[config.mk]
export PLATFORM = sky130hd
export DESIGN_NAME = wb_lsu_master
export DESIGN_NICKNAME = d
export VERILOG_FILES = /design/src/rtl/wb_lsu_master.sv
export SDC_FILE = /design/constraint.sdc
export NUM_CORES = 1
export LEC_CHECK = 0
export ABC_AREA = 1
export CORE_AREA = 2 2 137 139
export DETAILED_ROUTE_END_ITERATION = 8
export DIE_AREA = 0 0 139 141
export PLACE_DENSITY = 0.57
export SYNTH_ARGS = -nofsm -noshare
export SYNTH_HDL_FRONTEND = slang
export SYNTH_SLANG_ARGS = --single-unit
[constraint.sdc]
create_clock -name clk_i -period 2 [get_ports clk_i]
set_input_delay 0.5 -clock clk_i [delete_from_list [all_inputs] [get_ports clk_i]]
set_output_delay 0.5 -clock clk_i [all_outputs]
set_load 0.01 [all_outputs]
[src/rtl/wb_lsu_master.sv]
// wb_lsu_master
//   Wishbone B4 classic master for the core load/store path. Accepts one
//   byte/half/word load or store at a time, drives byte-lane selects and
//   replicated write data, and returns sign/zero-extended load data.
//   Misalignment, bus error and ack timeout all end in an error response.
//
//   Parameter TIMEOUT : cycles of cyc_o without ack_i/err_i before abort (0 = never)
//
//   Ports
//     clk_i, rst_i          clock, synchronous active-high reset
//     req_*                 core request (valid/ready handshake, we, addr, size,
//                           unsigned, right-aligned write data)
//     resp_*                one-cycle response pulse with error flag and load data
//     cyc_o .. dat_o        Wishbone master outputs (registered)
//     dat_i, ack_i, err_i   Wishbone slave returns
//
//   state | meaning
//   IDLE  | ready for a request
//   BUS   | Wishbone cycle open, waiting for ack/err/timeout
//   RESP  | response pulse on resp_valid_o
module wb_lsu_master #(
    parameter int unsigned TIMEOUT = 255
) (
    input  logic        clk_i,
    input  logic        rst_i,
    input  logic        req_valid_i,
    output logic        req_ready_o,
    input  logic        req_we_i,
    input  logic [31:0] req_addr_i,
    input  logic [1:0]  req_size_i,
    input  logic        req_unsigned_i,
    input  logic [31:0] req_wdata_i,
    output logic        resp_valid_o,
    output logic [31:0] resp_rdata_o,
    output logic        resp_err_o,
    output logic        cyc_o,
    output logic        stb_o,
    output logic        we_o,
    output logic [31:0] adr_o,
    output logic [3:0]  sel_o,
    output logic [31:0] dat_o,
    input  logic [31:0] dat_i,
    input  logic        ack_i,
    input  logic        err_i
);
    localparam int unsigned   CW = (TIMEOUT > 2) ? $clog2(TIMEOUT) : 1;
    localparam logic [CW-1:0] TC = CW'(TIMEOUT - 1);

    typedef enum logic [1:0] {IDLE, BUS, RESP} state_t;

    state_t        state_q, state_d;
    logic [CW-1:0] cnt_q, cnt_d;
    logic [1:0]    off_q, off_d;
    logic [1:0]    size_q, size_d;
    logic          uns_q, uns_d;

    logic          cyc_d, we_d;
    logic [31:0]   adr_d, dat_d;
    logic [3:0]    sel_d;
    logic          rvalid_d, rerr_d;
    logic [31:0]   rdata_d;

    logic          misaligned;
    logic          timed_out;
    logic [3:0]    lane_sel;
    logic [31:0]   wdata_rep;
    logic [7:0]    ld_byte;
    logic [15:0]   ld_half;
    logic [31:0]   load_ext;

    assign req_ready_o = (state_q == IDLE) && !rst_i;
    assign stb_o       = cyc_o;
    assign timed_out   = (TIMEOUT != 0) && (cnt_q == TC);

    assign misaligned = (req_size_i == 2'b11)
                     || ((req_size_i == 2'b01) && req_addr_i[0])
                     || ((req_size_i == 2'b10) && (req_addr_i[1:0] != 2'b00));

    always_comb begin
        lane_sel  = 4'b0000;
        wdata_rep = '0;
        case (req_size_i)
            2'b00: begin
                lane_sel  = 4'b0001 << req_addr_i[1:0];
                wdata_rep = {4{req_wdata_i[7:0]}};
            end
            2'b01: begin
                lane_sel  = req_addr_i[1] ? 4'b1100 : 4'b0011;
                wdata_rep = {2{req_wdata_i[15:0]}};
            end
            2'b10: begin
                lane_sel  = 4'b1111;
                wdata_rep = req_wdata_i;
            end
            default: begin
                lane_sel  = 4'b0000;
                wdata_rep = '0;
            end
        endcase
    end

    // Pick the addressed lane(s) of the returned word, then extend.
    always_comb begin
        ld_byte  = dat_i[7:0];
        case (off_q)
            2'd0:    ld_byte = dat_i[7:0];
            2'd1:    ld_byte = dat_i[15:8];
            2'd2:    ld_byte = dat_i[23:16];
            default: ld_byte = dat_i[31:24];
        endcase
        ld_half  = off_q[1] ? dat_i[31:16] : dat_i[15:0];
        load_ext = dat_i;
        case (size_q)
            2'b00:   load_ext = {{24{~uns_q & ld_byte[7]}}, ld_byte};
            2'b01:   load_ext = {{16{~uns_q & ld_half[15]}}, ld_half};
            default: load_ext = dat_i;
        endcase
    end

    always_comb begin
        state_d  = state_q;
        cnt_d    = cnt_q;
        off_d    = off_q;
        size_d   = size_q;
        uns_d    = uns_q;
        cyc_d    = cyc_o;
        we_d     = we_o;
        adr_d    = adr_o;
        sel_d    = sel_o;
        dat_d    = dat_o;
        rvalid_d = 1'b0;
        rerr_d   = 1'b0;
        rdata_d  = '0;
        case (state_q)
            IDLE: begin
                if (req_valid_i) begin
                    off_d  = req_addr_i[1:0];
                    size_d = req_size_i;
                    uns_d  = req_unsigned_i;
                    if (misaligned) begin
                        state_d  = RESP;
                        rvalid_d = 1'b1;
                        rerr_d   = 1'b1;
                    end else begin
                        state_d = BUS;
                        cnt_d   = '0;
                        cyc_d   = 1'b1;
                        we_d    = req_we_i;
                        adr_d   = {req_addr_i[31:2], 2'b00};
                        sel_d   = lane_sel;
                        dat_d   = req_we_i ? wdata_rep : '0;
                    end
                end
            end
            BUS: begin
                if (err_i || ack_i || timed_out) begin
                    state_d  = RESP;
                    cyc_d    = 1'b0;
                    we_d     = 1'b0;
                    adr_d    = '0;
                    sel_d    = '0;
                    dat_d    = '0;
                    rvalid_d = 1'b1;
                    // err_i wins over ack_i; with neither it was the timeout.
                    rerr_d   = err_i || !ack_i;
                    rdata_d  = (!err_i && ack_i && !we_o) ? load_ext : '0;
                end else begin
                    cnt_d = cnt_q + 1'b1;
                end
            end
            RESP:    state_d = IDLE;
            default: state_d = IDLE;
        endcase
    end

    always_ff @(posedge clk_i) begin
        if (rst_i) begin
            state_q      <= IDLE;
            cnt_q        <= '0;
            off_q        <= '0;
            size_q       <= '0;
            uns_q        <= 1'b0;
            cyc_o        <= 1'b0;
            we_o         <= 1'b0;
            adr_o        <= '0;
            sel_o        <= '0;
            dat_o        <= '0;
            resp_valid_o <= 1'b0;
            resp_err_o   <= 1'b0;
            resp_rdata_o <= '0;
        end else begin
            state_q      <= state_d;
            cnt_q        <= cnt_d;
            off_q        <= off_d;
            size_q       <= size_d;
            uns_q        <= uns_d;
            cyc_o        <= cyc_d;
            we_o         <= we_d;
            adr_o        <= adr_d;
            sel_o        <= sel_d;
            dat_o        <= dat_d;
            resp_valid_o <= rvalid_d;
            resp_err_o   <= rerr_d;
            resp_rdata_o <= rdata_d;
        end
    end
endmodule

==> impl_metrics.json <==
{
  "avgViaCountPerCell": 4.59,
  "die_h_um": 141,
  "syn_area_sq_um": 5310,
  "postSynthAreaPerCell_sq_um": 7.10,
  "start_util_pct": 29.1,
  "hold_viol": 0,
  "port_buffers": 208,
  "netlist_instances": 748,
  "htreeDepth": 4,
  "setup_viol_count_final": 0,
  "max_cap_violations": 0,
  "ys_warn_count": 0,
  "wl_per_cell_um": 14.8,
  "path_buf_inv": 1,
  "relSlewSlack_pct": 32.1,
  "cts_setup_buffers": 0,
  "rsz0062_at_grt": "false",
  "fin_tns_setup_ns": 0,
  "path_depth": 1,
  "crit_family": "buffers and inverters",
  "drv_slew": 0,
  "multi_input_area_sq_um": 2470,
  "final_cell_count_no_fill": 1206,
  "hpwl_um": 12800,
  "path_clk_slew_ns": 0.06,
  "whs_path_depth": 2,
  "first_iter_violations": 318,
  "p_seq_share_pct": 36.4,
  "insertion_delay_ns": 0.42,
  "syn_to_final_growth_pct": 57.5,
  "grt_pass1_wl_um": 27800,
  "gp_congestion": 0.841,
  "worstPathRequired_ns": 1.50,
  "fmax_ghz": 0.534,
  "die_area_sq_um": 19600,
  "arrival_ns": 1.37,
  "cts_tree": "done",
  "p_switching_mw": 1.72,
  "nets": 1066,
  "p_leak_nw": 3.37,
  "synth_edf_count": 0,
  "grt_pass1_vias": 5235,
  "timing.final.crit_share_pct": 93.7,
  "reg2reg_depth": 10,
  "vias": 5539,
  "period_needed_ns": 1.87,
  "dr.pass1.iters": 4,
  "cp-start-kind": "register",
  "crit_chain": "clkdlybuf4s50_1",
  "maxUsedRoutingLayer": "met4",
  "wl_um": 17800,
  "cts_buffer_depth": 2,
  "ys_seq_area_share_pct": 44.1,
  "ys_async_sr_fraction_pct": 0,
  "clockPowerShare_pct": 48.0,
  "ys_ff_latch": 117,
  "grt_max_degree": 86,
  "fill_cells": 1842,
  "finalClockSkew_ns": 0.0100,
  "p_comb_share_pct": 15.7,
  "cts_sinks": 117,
  "antennaDiodeCount": 0,
  "dr_wl_met2_um": 8430,
  "route.met3.wl_um": 1440,
  "status": "finished clean",
  "power_density_nw_per_um2": 803,
  "drc": 0,
  "dp_cells": 1174,
  "slowest_delay_ns": 0.58,
  "hp-class": "register to register",
  "synth_cell_types": 34,
  "ys.flop_type": "dfxtp_1",
  "track_usage_pct": 17.9,
  "die_x_um": 139,
  "fin_ws_ns": 0.127,
  "switching_share_pct": 25.6,
  "drive_gt1_share_pct": 10.4,
  "dp_slack_ns": -0.0513,
  "num_rows": 50,
  "antenna_found_initial": 0,
  "crit_fanout": 3,
  "end_kind": "output pin",
  "crit_type": "register to output pin",
  "wl_met1_um": 7750,
  "cp_slowest_cell": "clkdlybuf4s50_1",
  "tightest_slew_ns": 1.02,
  "root_buffer": "clkbuf_16",
  "peakVddDrop_v": 0.000574,
  "ios": 211,
  "grt.overflow.total": 0,
  "internal-power_mw": 5.00,
  "fp.coreArea_sq_um": 18300,
  "regArea_sq_um": 2340,
  "cts_buffers": 17,
  "postRouteAntennaNets": 0
}
## per-stage QoR
step	area, sq um	util (%)	hold WS [ns]	power [mW]
finish	8360	45.8	0.459	6.71
floorplan	5310	-	0.478	3.02
global placement	7730	42.3	0.447	3.55
global route	8360	45.8	0.473	7.01
detailed placement	7730	42.3	0.451	3.55
CTS	8360	45.8	0.463	6.80
## synth_stat cells (6+ instances only)
library cell,number,share of area [%]
inv_1,53,3.7
a21oi_2,10,1.7
buf_2,19,1.8
dfxtp_1,117,44
o22ai_1,6,0.71
nor2_1,39,2.8
buf_6,7,1.5
nand2_1,225,16
nand3_1,84,7.9
a21oi_1,89,8.4
o21ai_0,25,2.4
clkbuf_1,16,1.1
nand2_2,11,1.3
## area by class of cell
cell class | instances | share of cell area (%)
Multi-Input combinational cell | 524 | 29.5
Timing Repair Buffer | 241 | 28.9
Clock inverter | 11 | 1.77
Inverter | 58 | 2.60
Clock buffer | 21 | 5.75
Sequential cell | 117 | 28.0
Tap cell | 234 | 3.50
## cell usage in the layout, fill, tap and decap left out, types with 2 or more instances in the layout
cell,Yosys,layout
o21ai_0,25,25
clkbuf_16,0,17
nor3_1,2,2
ha_1,2,2
dfxtp_1,117,117
clkinv_2,0,2
nand3_1,84,84
clkinvlp_4,0,4
buf_4,5,27
nand4_1,3,3
nor2_4,2,2
inv_2,4,4
nor2_2,2,2
buf_12,0,7
a21oi_1,89,89
nand3_2,4,4
o22ai_1,6,6
conb_1,1,2
nand2_2,11,11
clkdlybuf4s50_1,0,206
xor2_1,3,3
nor2_1,39,39
nand2_1,225,225
a211oi_1,5,5
inv_1,53,53
a21oi_2,10,10
o21ai_1,4,4
bufinv_16,0,3
clkbuf_8,0,4
## sequential cells by signal, indices dropped and copies added (netlist names)
signal	flops
uns_q	1
sel_o	4
we_o	1
state_q	2
resp_valid_o	1
off_q	2
dat_o	32
resp_err_o	1
cnt_q	8
cyc_o	1
adr_o	30
resp_rdata_o	32
size_q	2
## final timing paths
check	end	start	slack [ns]
worst max-delay path	we_o	we_o	0.13
worst min-delay path	adr_o[7]	adr_o[7]	0.46
worst max register to register	adr_o[22]	cnt_q[0]	0.37
worst min register to register	adr_o[7]	adr_o[7]	0.46
## logic make-up (layout without fill, tap and decap cells)
| group | after synthesis | after routing | share of synthesized area (%) |
|---|---|---|---|
| AO/OA/AOI/OAI | 142 | 142 | 14.6 |
| AND/OR/NAND/NOR | 375 | 375 | 30.7 |
| buffers and inverters | 108 | 331 | 9.45 |
| adder cells (fa/ha/maj) | 2 | 2 | 0.471 |
| flip-flops | 117 | 117 | 44.1 |
| other | 1 | 2 | 0.0707 |
| XOR/XNOR | 3 | 3 | 0.495 |
## power groups by stage
stage	Clock [mW]	Combinational (mW)	Sequential (mW)
2_1_floorplan	0	0.504	2.51
4_1_cts	3.29	1.06	2.44
5_1_grt	3.41	1.15	2.45
3_3_place_gp	0	1.06	2.49
6_report	3.22	1.05	2.44
3_5_place_dp	0	1.06	2.49
## layer usage
| layer | vias to the layer above | track usage, % |
|---|---|---|
| li1 | 2839 | - |
| met1 | 2503 | 21.6 |
| met2 | 181 | 29.8 |
| met3 | 16 | 7.34 |
| met4 | 0 | 4.78 |
| met5 | - | 0 |
## repair_timing
action,CTS,global route
hold buffers,0,0
resized for setup,1,0
setup endpoints to repair,1,0
hold endpoints to repair,0,0
Power figures use the tool's default switching activity.
